==> src/rtl/burst_phase_sequencer.sv <==
// Phase-accumulator sequencer driven by the burst controller's enable/reset levels.
// Optional BURST_CYCLE_COUNT_EN builds the saturating completed-cycle counter.
module burst_phase_sequencer #(
    parameter int ACC_W  = 48,
    parameter int ADDR_W = 14,
    parameter int CNT_W  = 20
) (
    input  logic              Clock,
    input  logic              Reset,
    input  logic              EN_Ctrl,
    input  logic              Reset_Ctrl,
    input  logic [ACC_W-1:0]  Freq_Word,
    input  logic [ADDR_W-1:0] Start_Phase,
    output logic [ADDR_W-1:0] Phase_Addr,
    output logic              Addr_Valid,
    output logic              Ctrl_Pulse,
    output logic [CNT_W-1:0]  Cycle_Count
);

    typedef enum logic [1:0] {IDLE, RUN, FINISH} state_t;

    state_t           state_q, state_d;
    logic [ACC_W-1:0] acc_q, acc_d;
    logic [ACC_W-1:0] fw_q, fw_d;
    logic             pulse_q, pulse_d;
    logic [ACC_W-1:0] start_acc;
    logic [ACC_W:0]   sum;
    logic             wrap;

    assign start_acc = {Start_Phase, {(ACC_W-ADDR_W){1'b0}}};
    assign sum       = {1'b0, acc_q} + {1'b0, fw_q};
    // A carry only counts as a completed waveform cycle while the accumulator is live.
    assign wrap      = sum[ACC_W] && (state_q != IDLE) && !Reset_Ctrl;

    always_comb begin
        state_d = state_q;
        acc_d   = acc_q;
        fw_d    = fw_q;
        pulse_d = wrap;
        if (Reset_Ctrl) begin
            state_d = IDLE;
            acc_d   = start_acc;
        end else begin
            case (state_q)
                IDLE: begin
                    acc_d = start_acc;
                    if (EN_Ctrl) begin
                        fw_d    = Freq_Word;
                        state_d = RUN;
                    end
                end
                RUN: begin
                    acc_d = sum[ACC_W-1:0];
                    if (!EN_Ctrl) state_d = FINISH;
                end
                FINISH: begin
                    acc_d = sum[ACC_W-1:0];
                    if (EN_Ctrl) begin
                        state_d = RUN;
                    end else if (sum[ACC_W]) begin
                        state_d = IDLE;
                        acc_d   = start_acc;
                    end
                end
                default: begin
                    state_d = IDLE;
                    acc_d   = start_acc;
                end
            endcase
        end
    end

    always_ff @(posedge Clock) begin
        if (Reset) begin
            state_q <= IDLE;
            acc_q   <= start_acc;
            fw_q    <= '0;
            pulse_q <= 1'b0;
        end else begin
            state_q <= state_d;
            acc_q   <= acc_d;
            fw_q    <= fw_d;
            pulse_q <= pulse_d;
        end
    end

`ifdef BURST_CYCLE_COUNT_EN
    logic [CNT_W-1:0] cnt_q, cnt_d;

    always_comb begin
        cnt_d = cnt_q;
        if (Reset_Ctrl) begin
            cnt_d = '0;
        end else if (wrap && !(&cnt_q)) begin
            cnt_d = cnt_q + 1'b1;
        end
    end

    always_ff @(posedge Clock) begin
        if (Reset) begin
            cnt_q <= '0;
        end else begin
            cnt_q <= cnt_d;
        end
    end

    assign Cycle_Count = cnt_q;
`else
    assign Cycle_Count = '0;
`endif

    assign Phase_Addr = acc_q[ACC_W-1 -: ADDR_W];
    assign Addr_Valid = (state_q != IDLE);
    assign Ctrl_Pulse = pulse_q;

endmodule

==> config.mk <==
export PLATFORM = sky130hd
export DESIGN_NAME = burst_phase_sequencer
export DESIGN_NICKNAME = d
export VERILOG_FILES = /design/src/rtl/burst_phase_sequencer.sv
export SDC_FILE = /design/constraint.sdc
export NUM_CORES = 1
export LEC_CHECK = 0
export CORE_ASPECT_RATIO = 0.6
export CORE_MARGIN = 10
export CORE_UTILIZATION = 54
export CTS_CLUSTER_DIAMETER = 80
export DETAILED_ROUTE_END_ITERATION = 8
export PLACE_DENSITY = 0.81
export REMOVE_ABC_BUFFERS = 1
export SETUP_SLACK_MARGIN = 0.2
export SYNTH_ARGS = -nofsm -noshare
export SYNTH_HDL_FRONTEND = slang
export SYNTH_SLANG_ARGS = --single-unit
==> constraint.sdc <==
create_clock -name Clock -period 4.4 [get_ports Clock]
set_clock_uncertainty 0.15 [all_clocks]
set_input_delay 0.66 -clock Clock [delete_from_list [all_inputs] [get_ports Clock]]
set_output_delay 0.66 -clock Clock [all_outputs]
set_load 0.01 [all_outputs]
-- After elaboration in Yosys (flattened, before gate mapping)
Index checks and enable logic that the tools add are counted.
- add/subtract/negate cells: 1
- eq/ne operators: 5
- mux-type cells: 10
- bitwise logic cells: 1
- reductions and logical operators: 8
- operators by type and width (operator ; number):
    $mux 48 ; 4
    $pmux 48 s2 ; 1
    $add 48x48->49 ; 1
    $mux 2 ; 4
    $pmux 2 s3 ; 1
    $reduce_and 3->1 ; 2
    $ne 2x2->1 const B ; 2
    $ne 3x3->1 const B ; 1
    $eq 2x1->1 const B ; 1
    $eq 2x2->1 const B ; 1
    $logic_and 1x1->1 ; 2
    $logic_not 2->1 ; 1
    $reduce_bool 2->1 ; 1
    $reduce_or 2->1 ; 1
    $logic_not 1->1 ; 1
    $not 1->1 ; 1
- register bits: 99
- input port bits: 66
- output and inout bits: 36
- logic and storage cells: 30

-- Depth between registers and ports, before layout
Gate-level depths: netlist of the first run.
- word-level depth: 6
- depth in mapped cells: 13

-- Worst setup path before layout of the first run
No wires, ideal clock.
- path kind: flip-flop to flip-flop
- start point: register fw_q[30]
- end point: register acc_q[47]
- library setup time: 0.122 ns
- arrival time: 2.969 ns
- data required time: 4.128 ns
- setup slack: 1.159 ns
- cell stages (with the launch flop): 12
- period minus slack after synthesis: 3.241 ns
- cells stage by stage: dfxtp_1 ha_1 buf_4 nand2_2 or4_4 or4_1 a211oi_2 o311ai_2 a21oi_4 o21ai_1 o2111a_1 a221o_1
- longest elaborated chain between the ends: 6
- RTL lines (item ; line ; RTL):
    start: declaration ; 24 ; logic [ACC_W-1:0] fw_q, fw_d;
    start signal: assignment ; 82 ; fw_q <= fw_d;
    $add 48x48->49 (*) ; 31 ; assign sum = {1'b0, acc_q} + {1'b0, fw_q};
    $mux 48 ; 60 ; end else if (sum[ACC_W]) begin
    $mux 48 ; 58 ; if (EN_Ctrl) begin
    $pmux 48 s2 (*) ; 44 ; case (state_q)
    $mux 48 (*) ; 40 ; if (Reset_Ctrl) begin
    $mux 48 (*) ; 74 ; if (Reset) begin
    end signal: assignment ; 76 ; acc_q <= start_acc;
    end: declaration ; 23 ; logic [ACC_W-1:0] acc_q, acc_d;
Mark *: on every way between the ends. The rest lies on a longest branch, timed or not.
A chain may end at the register's enable or synchronous reset.

-- Final worst setup path of the first run
- start point: register fw_q[31]
- end point: register acc_q[47]
Same word-level chain as after synthesis.

==> flow_summary.ini, run 1 <==
[sta]
min_period_ns = 3.81
final_hold_viol_count = 0
worst_pin_slew_ns = 1.03
layout_setup_ws_ns = 0.585
final.period_utilization_pct = 86.7
final.setup.tns_ns = 0
clock.fmax_mhz = 262
setup_viol = 0
rsz0062_at_grt = false
max_slew_margin_pct = 31.4
slew_viol_final = 0

[flow_run]
drv_cap = 0

[cts]
ctsHoldBuffers = 0
clock_latency_ns = 0.35
clock-sinks = 99
cts_buffers = 9
cts_buffer_depth = 2
postCtsSetupRepairBufs = 0
root_buffer = clkbuf_16
cts.repair.resized = 0
cts_tree = yes
clkSlewWorstSetupHoldPaths_ns = 0.07
htreeDepth = 3

[final_layout]
num_antenna_cells = 0
final_cells = 998
final_common_cell = nand2_1
layout_common_cells = nand2_1, a21oi_1, dfxtp_1
drive_gt1_share_pct = 3.63
area_growth_pct = 15.5
fin_nets = 969
num-fill-cells = 992

[route]
dr.pass1.iters = 5
drt_first_iter_violations = 507
vias = 5797
wirelength_um = 16600
antenna_left = 0
routed_via_density = 5.81
wl_per_cell_um = 16.7
drc = 0

[global_routing]
grt_start_max_net_pins = 49
antenna_found_initial = 0
grt_pass1_wl_um = 26500
grt_use_met2_pct = 26.7
grt_overflow = 0
grt_use_met3_pct = 5.92
use_met1_pct = 30.2
top_usage_layer = met1
grt_pass1_vias = 5322
grt_use_total_pct = 20.0

[hold_path]
min_from = fw_q[0]
worstHoldEndpoint = fw_q[0]
hold_depth = 2
min_path_type = reg -> reg

[power]
p_int_mw = 1.47
p_leak_nw = 2.94
cellPowerDensity_nw_per_um2 = 281
power_frac_comb_pct = 15.7
switching_share_pct = 27.1
power.switching_uw = 547
p_clk_share_pct = 37.5
p_seq_share_pct = 46.8
irDropWorstVdd_mv = 0.199

[floorplanning]
initial_utilization_pct = 55.2
die_h_um = 103
die-area_um2 = 16300
coreArea_um2 = 11300
die_w_um = 159
rows = 30
ios = 102

[placed_design]
globalplace.congestion = 0.950
place_ws_ns = 0.661
numPlacedInstances = 983
io_buffers = 81
dp_hpwl_um = 12600

[synth]
ys_async_sr_fraction_pct = 0
yosysWarnings = 0
synth_area_leaders = dfxtp_1, ha_1, nand2_1
ys_seq_area_share_pct = 31.9
synth.largest_area_cell = dfxtp_1
synth_edf_count = 0
synth_top_cell_area_share_pct = 31.9
syn_inst = 809
ys.flop_type = dfxtp_1
ys_seq_elements = 99
avgSynthCellArea_um2 = 7.68
yosys.cell_types.count = 61
syn-cell-area_um2 = 6220

[critical_path]
cp.arrival_ns = 3.90
reg2regPathDepth = 10
crit_cells = 10
r2r_start = fw_q[31]
rrSetupSlack_ns = 0.59
cp_top_family = compound AO/OA/AOI/OAI gates
path_cells = ha_1, nand2_2, or4_4, or4_1, a211oi_2, o311ai_2, a21oi_4, o21a_2, nor2_1, a221o_1
cp_slowest_stage_delay_ns = 0.57
start_kind = flip-flop
critPathMaxFanout = 16
critPathRequiredTime_ns = 4.49
slowest_stage = or4_4
criticalPathCategory = reg -> reg
endpoint_kind = flip-flop
critPathBufInv = 0
timing.rr.end = acc_q[47]

[run_status]
status = finished, final reports clean
-- how the worst max path moves through the flow --
stage | start | endpoint | slack (ns)
floorplan | fw_q[30] | acc_q[47] | 0.80
global placement | fw_q[30] | acc_q[47] | 0.74
detailed placement | fw_q[31] | acc_q[47] | 0.66
CTS | fw_q[31] | acc_q[47] | 0.65
global route | fw_q[30] | acc_q[47] | 0.47
finish | fw_q[31] | acc_q[47] | 0.59
-- per-stage QoR --
| stage | hold slack, ns | utilization [%] | cell area [um^2] | total power [mW] |
|---|---|---|---|---|
| 2_1_floorplan | 0.284 | - | 5870 | 1.14 |
| 3_3_place_gp | 0.301 | 61.3 | 6900 | 1.27 |
| 6_report | 0.310 | 63.7 | 7180 | 2.02 |
| 5_1_grt | 0.335 | 63.7 | 7180 | 2.09 |
| 4_1_cts | 0.314 | 63.7 | 7180 | 2.02 |
| 3_5_place_dp | 0.305 | 61.3 | 6900 | 1.27 |
-- cell type report --
cell class | instances | area (um^2) | area share, %
sequential | 99 | 1980 | 27.6
clock buffer | 11 | 243 | 3.38
multi-input combinational | 640 | 3840 | 53.5
tap | 144 | 180 | 2.51
timing repair buffer | 84 | 841 | 11.7
clock inverter | 4 | 35.0 | 0.488
inverter | 16 | 60.1 | 0.837
-- layer usage --
metal	routed length, um	part of all wire (%)
met2	6290	38
met3	1560	9.4
met1	8640	52
met5	0	0
met4	126	0.76
-- registers in the layout, summed over array words and instances (netlist names) --
name / cells
state_q: 2
fw_q: 48
Ctrl_Pulse: 1
acc_q: 48
-- synthesized netlist by cell type, types with 6 or more instances --
master    count
nor2_1       64
o21a_1        6
o211ai_1      8
nand4_1      13
nand2_1     149
a21oi_1     111
clkbuf_1     30
inv_1        16
a211oi_1      6
buf_4        36
nor3_1        9
xnor2_1      17
o21bai_1      9
a31oi_1       6
dfxtp_1      99
o21ai_0      40
nand3_1      16
a21o_1       27
xor2_1       23
ha_1         52
-- worst min-delay path: stages, from the launching register on --
cell	delay, ns
dfxtp_1	0.31
nand2_1	0.05
a21oi_1	0.05
-- power groups by stage --
stage          registers, mW  logic (mW)  clock network [mW]
6_report               0.945       0.317               0.757
5_1_grt                0.948       0.349               0.793
4_1_cts                0.944       0.312               0.763
3_5_place_dp           0.965       0.309                   0
3_3_place_gp           0.964       0.306                   0
2_1_floorplan          0.963       0.176                   0
-- cells by family after synthesis --
kind of cell | after synthesis | synth area share (%)
compound gates | 244 | 24.1
xor+xnor | 40 | 5.64
fa+ha+maj | 53 | 10.8
buf+inv | 89 | 7.65
flops | 99 | 31.9
mux | 2 | 0.342
other cells | 1 | 0.0603
simple gates | 281 | 19.6
Note: power is estimated with default switching activity, not from simulation.
==> run 2: changes to the inputs <==
- CAP_MARGIN: unset -> 15
- RECOVER_POWER: unset -> 25
==> flow_summary.ini, run 2 (synthesized netlist as in run 1, its figures left out) <==
[hold_path]
min_path_type = reg -> reg

[global_routing]
grt_start_max_net_pins = 49
antenna_found_initial = 0
grt_pass1_vias = 5322
grt_use_total_pct = 20.0
grt_overflow = 0
grt_pass1_wl_um = 26500

[critical_path]
critPathMaxFanout = 16
cp.arrival_ns = 3.88
critPathRequiredTime_ns = 4.49
start_kind = flip-flop
endpoint_kind = flip-flop
criticalPathCategory = reg -> reg

[power]
p_leak_nw = 2.95
p_seq_share_pct = 46.9
p_clk_share_pct = 37.5
cellPowerDensity_nw_per_um2 = 281
power.switching_uw = 546
power_frac_comb_pct = 15.6
total_power_mw = 2.01
p_int_mw = 1.47
irDropWorstVdd_mv = 0.198
switching_share_pct = 27.1

[final_layout]
drive_gt1_share_pct = 3.51
num-fill-cells = 992
num_antenna_cells = 0
reg.largest.list = acc_q (48), fw_q (48), state_q (2)
layout_common_cells = nand2_1, a21oi_1, dfxtp_1
final_common_cell = nand2_1
fin_nets = 969
area_growth_pct = 15.5

[cts]
clock_latency_ns = 0.35
cts.repair.resized = 0
cts_buffers = 9
htreeDepth = 3
postCtsSetupRepairBufs = 0
cts_tree = yes
cts_buffer_depth = 2
clkSlewWorstSetupHoldPaths_ns = 0.07
clock-sinks = 99
ctsHoldBuffers = 0
root_buffer = clkbuf_16

[sta]
final_hold_viol_count = 0
setup_viol = 0
slew_viol_final = 49
worst_pin_slew_ns = 1.85
min_period_ns = 3.80
final.period_utilization_pct = 86.3
layout_setup_ws_ns = 0.603
rsz0062_at_grt = false
max_slew_margin_pct = -23.5
final.setup.tns_ns = 0
clock.fmax_mhz = 263

[placed_design]
globalplace.congestion = 0.950
place_ws_ns = 0.661
dp_hpwl_um = 12600
io_buffers = 81

[flow_run]
drv_cap = 1

[route]
drc = 0
routed_via_density = 5.81
drt_first_iter_violations = 505
antenna_left = 0
dr.pass1.iters = 5
wl_per_cell_um = 16.6
wirelength_um = 16600
vias = 5796

[floorplanning]
die_h_um = 103
ios = 102
die-area_um2 = 16300
rows = 30
initial_utilization_pct = 55.2
die_w_um = 159
coreArea_um2 = 11300

[run_status]
status = finished with violations
violations = max-capacitance violations, max-slew violations
## run 2: worst max-delay path, cell delays in order, from the launching register on
cell	delay (ns)
dfxtp_1	0.33
ha_1	0.43
nand2_2	0.11
or4_4	0.57
or4_1	0.55
a211oi_2	0.23
o311ai_2	0.22
a21oi_4	0.27
o21a_2	0.41
nor2_1	0.08
a221o_1	0.32
## run 2: area by class of cell
cell class / instances / area, um^2 / share of cell area, %
Inverter: 16 / 60.1 / 0.837
Timing Repair Buffer: 84 / 841 / 11.7
Clock buffer: 11 / 243 / 3.38
Multi-Input combinational cell: 640 / 3840 / 53.5
Sequential cell: 99 / 1980 / 27.6
Tap cell: 144 / 180 / 2.51
Clock inverter: 4 / 35.0 / 0.488
## run 2: through the flow
step | util [%] | cell area, um^2 | hold WS [ns] | cells
final | 63.7 | 7180 | 0.310 | 998
after global routing | 63.7 | 7180 | 0.335 | 998
after CTS | 63.7 | 7180 | 0.314 | 998
after detailed placement | 61.3 | 6900 | 0.305 | 983
after global placement | 61.3 | 6900 | 0.301 | 983
after floorplan | - | 5870 | 0.284 | 755
## run 2: power groups by stage
| stage | combinational, mW | clock [mW] | sequential, mW |
|---|---|---|---|
| 4_1_cts | 0.312 | 0.763 | 0.944 |
| 3_3_place_gp | 0.306 | 0 | 0.964 |
| 2_1_floorplan | 0.176 | 0 | 0.963 |
| 5_1_grt | 0.346 | 0.793 | 0.947 |
| 3_5_place_dp | 0.309 | 0 | 0.965 |
| 6_report | 0.314 | 0.756 | 0.944 |
## run 2: worst paths after layout
path / from / end / slack (ns) / cells after the start
worst min-delay path: fw_q[12] / fw_q[12] / 0.31 / 2
worst max register to register: fw_q[31] / acc_q[47] / 0.60 / 10
worst max-delay path: fw_q[31] / acc_q[47] / 0.60 / 10
worst min register to register: fw_q[12] / fw_q[12] / 0.31 / 2
## run 2: layer usage
layer  up-vias  part of all wire (%)  track usage, %
li1       2861                     -               -
met1      2654                    52            30.2
met2       265                    38            26.7
met3        16                   9.5            5.92
met4         0                  0.73            3.90
met5         -                     0               0
